**src/rtl/fp_pkg.sv**
```systemverilog
// rtl/fp_pkg.sv - shared widths, flag indices and types for the fp32 add/sub datapath
package fp_pkg;

    localparam int FP_BIAS = 127;
    localparam int EXP_INF = 255;
    localparam int MAN_W   = 28;
    localparam int FRAC_W  = 23;
    localparam int EXP_W   = 8;
    localparam int EXP_IW  = 9;

    localparam int FLAG_OVERFLOW  = 3;
    localparam int FLAG_UNDERFLOW = 2;
    localparam int FLAG_ZERO      = 1;
    localparam int FLAG_INEXACT   = 0;

    typedef enum logic [1:0] {
        IDLE  = 2'd0,
        NORM  = 2'd1,
        ROUND = 2'd2,
        DONE  = 2'd3
    } norm_state_t;

    typedef struct packed {
        logic              sign;
        logic [EXP_W-1:0]  exp;
        logic [FRAC_W-1:0] frac;
    } fp32_t;

endpackage

```
**src/rtl/fp_round_rne.sv**
```systemverilog
// rtl/fp_round_rne.sv - round-to-nearest-even of {hidden, frac} using guard/round/sticky
module fp_round_rne
    import fp_pkg::*;
(
    input  logic              hidden,
    input  logic [FRAC_W-1:0] frac,
    input  logic              guard,
    input  logic              round,
    input  logic              sticky,
    output logic              hidden_out,
    output logic [FRAC_W-1:0] frac_out,
    output logic              carry,
    output logic              inexact
);

    logic              inc;
    logic [FRAC_W+1:0] sum;

    assign inc     = guard & (round | sticky | frac[0]);
    assign sum     = {1'b0, hidden, frac} + {{(FRAC_W+1){1'b0}}, inc};
    assign inexact = guard | round | sticky;

    // On carry-out the sum is exactly 2.0, so the low bits are already zero
    // and the mantissa reads back as 1.0 once the exponent is bumped.
    assign carry      = sum[FRAC_W+1];
    assign hidden_out = sum[FRAC_W+1] | sum[FRAC_W];
    assign frac_out   = sum[FRAC_W-1:0];

endmodule

```
**src/rtl/fp_normalize_pack.sv**
```systemverilog
// rtl/fp_normalize_pack.sv - iterative normalize, RNE round and IEEE-754 pack of the adder sum
module fp_normalize_pack
    import fp_pkg::*;
(
    input  logic              clk,
    input  logic              reset,
    input  logic              in_valid,
    output logic              in_ready,
    input  logic              in_sign,
    input  logic [EXP_W-1:0]  in_exp,
    input  logic [MAN_W-1:0]  in_man,
    output logic              out_valid,
    input  logic              out_ready,
    output logic [31:0]       out_val,
    output logic [3:0]        out_flags
);

    norm_state_t       state;
    norm_state_t       state_next;

    logic              sign_r;
    logic [EXP_IW-1:0] exp_r;
    logic [MAN_W-1:0]  man_r;
    logic [31:0]       val_r;
    logic [3:0]        flags_r;

    logic              man_zero;
    logic              carry_bit;
    logic              hidden_bit;
    logic              shift_left;

    logic              rnd_hidden;
    logic [FRAC_W-1:0] rnd_frac;
    logic              rnd_carry;
    logic              rnd_inexact;
    logic [EXP_IW-1:0] exp_rnd;
    fp32_t             pack_val;
    logic [3:0]        pack_flags;

    assign man_zero   = (man_r == '0);
    assign carry_bit  = man_r[MAN_W-1];
    assign hidden_bit = man_r[MAN_W-2];
    assign shift_left = !carry_bit && !man_zero && !hidden_bit && (exp_r > 9'd1);

    assign in_ready  = reset && (state == IDLE);
    assign out_valid = (state == DONE);
    assign out_val   = val_r;
    assign out_flags = flags_r;

    always_comb begin
        state_next = state;
        case (state)
            IDLE:    if (in_valid) state_next = NORM;
            NORM:    if (!shift_left) state_next = ROUND;
            ROUND:   state_next = DONE;
            DONE:    if (out_ready) state_next = IDLE;
            default: state_next = IDLE;
        endcase
    end

    fp_round_rne u_round (
        .hidden     (hidden_bit),
        .frac       (man_r[FRAC_W+2:3]),
        .guard      (man_r[2]),
        .round      (man_r[1]),
        .sticky     (man_r[0]),
        .hidden_out (rnd_hidden),
        .frac_out   (rnd_frac),
        .carry      (rnd_carry),
        .inexact    (rnd_inexact)
    );

    assign exp_rnd = exp_r + {{(EXP_IW-1){1'b0}}, rnd_carry};

    always_comb begin
        pack_val   = '0;
        pack_flags = '0;
        if (man_zero) begin
            pack_flags[FLAG_ZERO] = 1'b1;
        end else if (rnd_hidden) begin
            pack_val.sign = sign_r;
            if (exp_rnd >= 9'(EXP_INF)) begin
                pack_val.exp                = '1;
                pack_flags[FLAG_OVERFLOW]   = 1'b1;
                pack_flags[FLAG_INEXACT]    = 1'b1;
            end else begin
                pack_val.exp             = exp_rnd[EXP_W-1:0];
                pack_val.frac            = rnd_frac;
                pack_flags[FLAG_INEXACT] = rnd_inexact;
            end
        end else begin
            // Denormal: exponent field is zero, fraction holds the scaled value.
            pack_val.sign              = sign_r;
            pack_val.frac              = rnd_frac;
            pack_flags[FLAG_UNDERFLOW] = rnd_inexact;
            pack_flags[FLAG_INEXACT]   = rnd_inexact;
            pack_flags[FLAG_ZERO]      = (rnd_frac == '0);
        end
    end

    always_ff @(posedge clk) begin
        if (!reset) begin
            state   <= IDLE;
            sign_r  <= 1'b0;
            exp_r   <= '0;
            man_r   <= '0;
            val_r   <= '0;
            flags_r <= '0;
        end else begin
            state <= state_next;
            case (state)
                IDLE: begin
                    if (in_valid) begin
                        sign_r <= in_sign;
                        exp_r  <= {1'b0, in_exp};
                        man_r  <= in_man;
                    end
                end
                NORM: begin
                    if (carry_bit) begin
                        man_r <= {1'b0, man_r[MAN_W-1:2], man_r[1] | man_r[0]};
                        exp_r <= exp_r + 9'd1;
                    end else if (shift_left) begin
                        man_r <= {man_r[MAN_W-2:0], 1'b0};
                        exp_r <= exp_r - 9'd1;
                    end
                end
                ROUND: begin
                    val_r   <= pack_val;
                    flags_r <= pack_flags;
                end
                default: ;
            endcase
        end
    end

endmodule

```
**config.mk**
```make
export PLATFORM = sky130hd
export DESIGN_NAME = fp_normalize_pack
export DESIGN_NICKNAME = d
export VERILOG_FILES = /design/src/rtl/fp_pkg.sv /design/src/rtl/fp_round_rne.sv /design/src/rtl/fp_normalize_pack.sv
export SDC_FILE = /design/constraint.sdc
export NUM_CORES = 1
export LEC_CHECK = 0
export ABC_AREA = 1
export BUFFER_PORTS_ARGS = -buffer_cell sky130_fd_sc_hd__buf_2
export CAP_MARGIN = 30
export CORE_AREA = 5 5 101 103
export CTS_BUF_LIST = sky130_fd_sc_hd__clkbuf_16
export DETAILED_ROUTE_END_ITERATION = 10
export DIE_AREA = 0 0 106 108
export GPL_TIMING_DRIVEN = 0
export HOLD_SLACK_MARGIN = 0.12
export PLACE_DENSITY = 0.76
export SLEW_MARGIN = 40
export SYNTH_ARGS = -nofsm -noshare
export SYNTH_HDL_FRONTEND = slang
export SYNTH_HIERARCHICAL = 1
export SYNTH_SLANG_ARGS = --single-unit
```
**constraint.sdc**
```tcl
create_clock -name clk -period 3.8 [get_ports clk]
set_clock_uncertainty 0.1 [all_clocks]
set_input_delay 0.19 -clock clk [delete_from_list [all_inputs] [get_ports clk]]
set_output_delay 0.19 -clock clk [all_outputs]
set_load 0.005 [all_outputs]
```
; ---- Yosys cells after proc, flatten, opt, wreduce, memory -nomap -nowiden
; Index checks and enable logic that the tools add are counted.
[word_totals]
inputBits = 41
reg_bits = 76
elab_cells = 66
[op_classes]
n_lt_le_gt_ge = 2
reduce_logical = 15
n_mux = 25
n_eq_ne = 7
n_addsub = 4
n_bitwise = 6
[op_table]
columns = operator, n
row1 = 28-bit two-way mux, 3
row2 = 28-bit case mux with 2 select lines, 1
row3 = 23-bit two-way mux, 2
row4 = 32-bit two-way mux, 1
row5 = 28-bit logical NOT, 1
row6 = 9-bit two-way mux, 3
row7 = 24-bit by 1-bit adder with 25-bit output, 1
row8 = 23-bit logical NOT, 1
row9 = 9-bit case mux with 2 select lines, 1
row10 = 8-bit two-way mux, 2
row11 = 2-bit two-way mux, 5
row12 = 9-bit by 1-bit adder with 9-bit output, 1
row13 = 9-bit by 1-bit adder with 9-bit output (second input constant), 1
row14 = 9-bit by 8-bit >= comparator with 1-bit output (second input constant), 1
row15 = 9-bit by 1-bit > comparator with 1-bit output (second input constant), 1
row16 = 9-bit by 1-bit subtractor with 9-bit output (second input constant), 1
row17 = 2-bit case mux with 4 select lines, 1
row18 = 1-bit two-way mux, 6
row19 = 3-bit AND reduction, 2
row20 = 1-bit bitwise OR, 5
row21 = 2-bit == test (second input constant), 2
row22 = 1-bit logical AND, 4
row23 = 2-bit != test (second input constant), 2
row24 = 2-bit AND reduction, 2
row25 = other kinds (7), 9

; ---- Longest topological paths before layout
[logic_depth]
ltp_word = 9
ltp_mapped = 23
mapped_depth_nobuf = 22

; ---- Modules after synthesis
; Netlist, hierarchy kept.
[by_module_without_submodules]
columns = mod, cells_each, instances, area_each_um2
row1 = fp_normalize_pack, 760, 1, 4593.2
row2 = fp_round_rne, 125, 1, 623.1

; ---- Worst setup path before layout
; Ideal clock, no wire load.
[synth_path]
path_type = register to register
start = reg man_r[3]
end = reg val_r[10], in the netlist out_val[10]
t_arrival_ns = 2.617
path_stages_with_launch = 22
required_time_ns = 3.568
synth_period_minus_slack_ns = 2.849
path_buffers = 1
setup_slack_ns = 0.951
path_cell_list = dfxtp_1 nand2_1 inv_1 ha_1 nand3_1 inv_1 nand2_2 nor2_4 nand3_1 nor2_1 ha_1 ha_1 nand3_1 o21bai_1 nand2_1 nor2_1 nand3_2 nand2_2 nand2_2 buf_6 nand2_1 a21oi_1
[synth_between]
elab_chain_len = 8
elab_cells_between_ends = 10
[synth_rtl]
columns = item, line
row1 = start: declaration, fp_normalize_pack.sv:23  ; logic [MAN_W-1:0] man_r;
row2 = start signal: assignment, fp_normalize_pack.sv:116  ; man_r <= in_man;
row3 = start signal: assignment, fp_normalize_pack.sv:121  ; man_r <= {1'b0, man_r[MAN_W-1:2], man_r[1] | man_r[0]};
row4 = start signal: assignment, fp_normalize_pack.sv:124  ; man_r <= {man_r[MAN_W-2:0], 1'b0};
row5 = 1-bit bitwise OR, fp_round_rne.sv:19  ; assign inc = guard & (round | sticky | frac[0]);
row6 = 1-bit AND, fp_round_rne.sv:19
row7 = 24-bit by 1-bit adder with 25-bit output *, fp_round_rne.sv:20  ; assign sum = {1'b0, hidden, frac} + {{(FRAC_W+1){1'b0}}, inc};
row8 = net rnd_carry, fp_normalize_pack.sv:34  ; logic rnd_carry;
row9 = 9-bit by 1-bit adder with 9-bit output, fp_normalize_pack.sv:73  ; assign exp_rnd = exp_r + {{(EXP_IW-1){1'b0}}, rnd_carry};
row10 = 9-bit by 8-bit >= comparator with 1-bit output, fp_normalize_pack.sv:82  ; if (exp_rnd >= 9'(EXP_INF)) begin
row11 = 23-bit two-way mux, fp_normalize_pack.sv:82
row12 = 23-bit two-way mux *, fp_normalize_pack.sv:80  ; end else if (rnd_hidden) begin
row13 = 32-bit two-way mux *, fp_normalize_pack.sv:78  ; if (man_zero) begin
row14 = end signal: assignment, fp_normalize_pack.sv:129  ; val_r <= pack_val;
row15 = end: declaration, fp_normalize_pack.sv:24  ; logic [31:0] val_r;
; The timed path passes the listed nets; every way through them passes the cells marked *.
; A chain may end at the register's enable or synchronous reset.

; ---- Worst setup path after layout
[layout_path]
start = reg man_r[2]
end = reg val_r[10], in the netlist out_val[10]
[layout_between]
elab_chain_len = 7
elab_cells_between_ends = 9
[layout_rtl]
columns = item, line
row1 = 1-bit AND *, fp_round_rne.sv:19
row2 = 24-bit by 1-bit adder with 25-bit output *, fp_round_rne.sv:20
row3 = net rnd_carry, fp_normalize_pack.sv:34
row4 = 9-bit by 1-bit adder with 9-bit output, fp_normalize_pack.sv:73
row5 = 9-bit by 8-bit >= comparator with 1-bit output, fp_normalize_pack.sv:82
row6 = 23-bit two-way mux, fp_normalize_pack.sv:82
row7 = 23-bit two-way mux *, fp_normalize_pack.sv:80
row8 = 32-bit two-way mux *, fp_normalize_pack.sv:78
; Marked as above.

==> flow_summary_export.csv <==
group,metric,value,unit
outcome,status,"completed",
drt,drt-total-wl,14.60,mm
synthesis,netlist_instances,885,
sta,setup-violations-final,0,
drt,drtAntennaViolNets,0,
critical_path,cpMaxStageDelayCell,"dfxtp_1",
clock_network,cts_num_sinks,76,
drt,post_drt_via_cell_ratio,5.138,
clock_network,cts_made_buffers,9,
clock_network,post_cts_buffers,0,
layout,drive_above_1_share,14.88,%
critical_path,cpLargestDelayFamily,"simple AND/OR/NAND/NOR gates",
power,intPower,2.503,mW
synthesis,synth_cell_type_count,34,
critical_path,cp-start-kind,"flop",
power,switchingPower,2.321,mW
die,start_util,57.27,%
sta,setup_tns,0,ns
clock_network,clockBufferDepth,2,
synthesis,synth.avg_cell_area,5.894,sq um
drt,num_vias,5749,
synthesis,ys_seq_area_share,29.17,%
die,die_area,11450,sq um
drt,drc,0,
synthesis,yosys.area.top_type,"dfxtp_1",
synthesis,syn-num-nets,937,
layout,final_nets,1055,
sta,max_slew_margin,54.38,%
drt,dr.pass1.iters,6,
die,die_w,106,um
global_routing,grt_pass1_wl,24.77,mm
layout,area_delta_synth_final,21.71,%
worst_hold_path,hold_path.class,"in2reg",
sta,whs,0.1321,ns
synthesis,synth_area,5216,sq um
die,rows,35,
drt,drt_iter0_drc,380,
placement,gp_congestion,0.9086,
power,p_leak,2.996,nW
power,seqPwrFrac,28.9,%
global_routing,grt_max_degree,13,
critical_path,cpPeakStageDelay,0.39,ns
sta,grt_setup_unrepaired,"no",
synthesis,yosys-top-cells-area,"dfxtp_1 (29%), nand2_1 (22%), nor2_1 (10%)",
power,vdd_drop_max,0.4468,mV
critical_path,required,3.89,ns
clock_network,cts-htree-levels,3,
synthesis,postSynth.asyncResetShare,0,%
synthesis,synth_edf_count,0,
clock_network,path_clk_slew,0.06,ns
die,num_io_pins,79,
clock_network,clkLatencyLatePin,0.34,ns
critical_path,cp.arrival,3.46,ns
die,die_h,108,um
die,core,9109,sq um
synthesis,synth_ff_type,"dfxtp_1",
critical_path,path_buf_inv,3,
clock_network,cts_resized,0,
sta,fmax,0.2974,GHz
placement,port_buffers,77,
placement,dp_hpwl,10.83,mm
job,maxCapViolations,0,
sta,hold_viol,0,
layout,final_util,69.70,%
sta,fin_crit,3.362,ns
power,total_power,4.824,mW
clock_network,hold_buffers,30,
global_routing,antenna_found_initial,0,
drt,wl_per_cell,13.04,um
critical_path,criticalPathCategory,"reg2reg",
critical_path,crit_chain,"nand2_1 -> inv_1 -> ha_1 -> nand3_1 -> inv_1 -> nand2_2 -> nor2_4 -> nand3_1 -> nor2_1 -> ha_1 -> ha_1 -> nand3_1 -> o21bai_1 -> nand2_1 -> nor2_1 -> nand3_2 -> nand2_2 -> nand2_2 -> buf_6 -> nand2_1 -> a21oi_1",
sta,report.final.slew_viol_count,0,
clock_network,cts_tree,"done",
critical_path,critPathMaxFanout,10,
sta,post-route-period-util,88.48,%
synthesis,ys_ff_latch,76,
layout,diodes,0,
sta,worst_pin_slew,0.6843,ns
synthesis,synth_top_area_share,29.17,%
power,clkPwrFrac,18.7,%
global_routing,grt-ovfl-total,0,
power,power.share.switching,48.11,%
critical_path,worst_setup_path_end_kind,"flop",
power,p_comb_share,52.4,%
global_routing,grt_usage,26.57,%
clock_network,root_buffer,"clkbuf_16",
power,power_density,759.9,nW/um^2
synthesis,yosysWarnings,6,
global_routing,grt_pass1_vias,5287,
[through the flow]
stage / instance area, sq um / setup slack, ns / instances
2_1_floorplan: 5216 / 0.9511 / 885
3_3_place_gp: 5741 / 0.5609 / 1073
3_5_place_dp: 5741 / 0.4627 / 1073
4_1_cts: 6349 / 0.4615 / 1119
5_1_grt: 6349 / 0.1184 / 1119
6_report: 6349 / 0.4379 / 1119
[worst reg2reg max path: stages, from the launching register on]
cell and delay [ns]:
dfxtp_1 0.39, nand2_1 0.13, inv_1 0.10, ha_1 0.18, nand3_1 0.14, inv_1 0.13, nand2_2 0.10, nor2_4 0.13
nand3_1 0.10, nor2_1 0.13, ha_1 0.22, ha_1 0.21, nand3_1 0.17, o21bai_1 0.17, nand2_1 0.09, nor2_1 0.13
nand3_2 0.10, nand2_2 0.09, nand2_2 0.10, buf_6 0.16, nand2_1 0.09, a21oi_1 0.06
[layer usage]
metal | GRT usage [%] | up-vias | routed length (um)
li1 | - | 2987 | -
met1 | 35.71 | 2550 | 6709
met2 | 43.31 | 177 | 6599
met3 | 4.776 | 35 | 932
met4 | 8.788 | 0 | 355
met5 | 0 | - | 0
[kinds of logic after synthesis]
kind of cell	share of synthesized area [%]
adder cells (fa/ha/maj)	2.638
XOR/XNOR	3.334
flip-flops	29.17
buffers and inverters	10.82
AO/OA/AOI/OAI	9.091
AND/OR/NAND/NOR	44.95
[cells in the final DEF, fill, tap and decap left out, types with 4 or more instances in the layout]
cell,instances
nand4_1,13
o21ai_1,5
inv_2,12
inv_1,86
buf_4,5
a21oi_1,47
nand2_1,307
nand3b_1,4
clkbuf_1,21
nor3_2,11
dlygate4sd3_1,30
xnor2_1,8
nor2_1,143
xor2_1,10
nor2_2,5
clkbuf_16,9
ha_1,11
o21ai_0,33
nor3_1,19
nand2_2,6
buf_2,81
nand3_1,36
buf_6,5
dfxtp_1,76
[power groups by stage]
| stage | logic (mW) | registers, mW | clock network [mW] |
|---|---|---|---|
| global route | 2.88 | 1.43 | 0.947 |
| global placement | 2.43 | 1.40 | 0 |
| CTS | 2.50 | 1.38 | 0.904 |
| finish | 2.53 | 1.40 | 0.900 |
| detailed placement | 2.45 | 1.40 | 0 |
| floorplan | 1.92 | 1.28 | 0 |
[final cells by class]
| class | count | area (sq um) |
|---|---|---|
| flip-flops and latches | 76 | 1521 |
| clock buffers | 9 | 225.2 |
| multi-input cells | 675 | 3131 |
| well taps | 111 | 138.9 |
| repair buffers | 107 | 685.7 |
| fillers | 889 | 2760 |
| plain buffers | 35 | 192.7 |
| inverters | 99 | 371.6 |
| clock inverters | 7 | 82.58 |
[state kept, by name, summed over array words and instances (netlist names)]
register   cells
exp_r          9
sign_r         1
out_val       32
man_r         28
state          2
out_flags      4
[worst paths after layout]
check | start | endpoint | slack (ns) | cells past startpoint
worst min-delay path | in_man[2] | man_r[2] | 0.13 | 5
worst max-delay path | man_r[2] | out_val[10] | 0.44 | 21
worst max register to register | man_r[2] | out_val[10] | 0.44 | 21
worst min register to register | out_val[30] | out_val[30] | 0.36 | 2
[synthesized netlist by cell type (6+ instances only)]
cell type,instances
nand2_2,6
xor2_1,10
clkbuf_1,21
dfxtp_1,76
nand3_1,36
nand2_1,307
ha_1,11
nor3_1,19
nor2_1,143
a21oi_1,47
nor3_2,11
inv_2,12
xnor2_1,8
o21ai_0,33
nand4_1,13
inv_1,85
(Power assumes the default switching activity.)
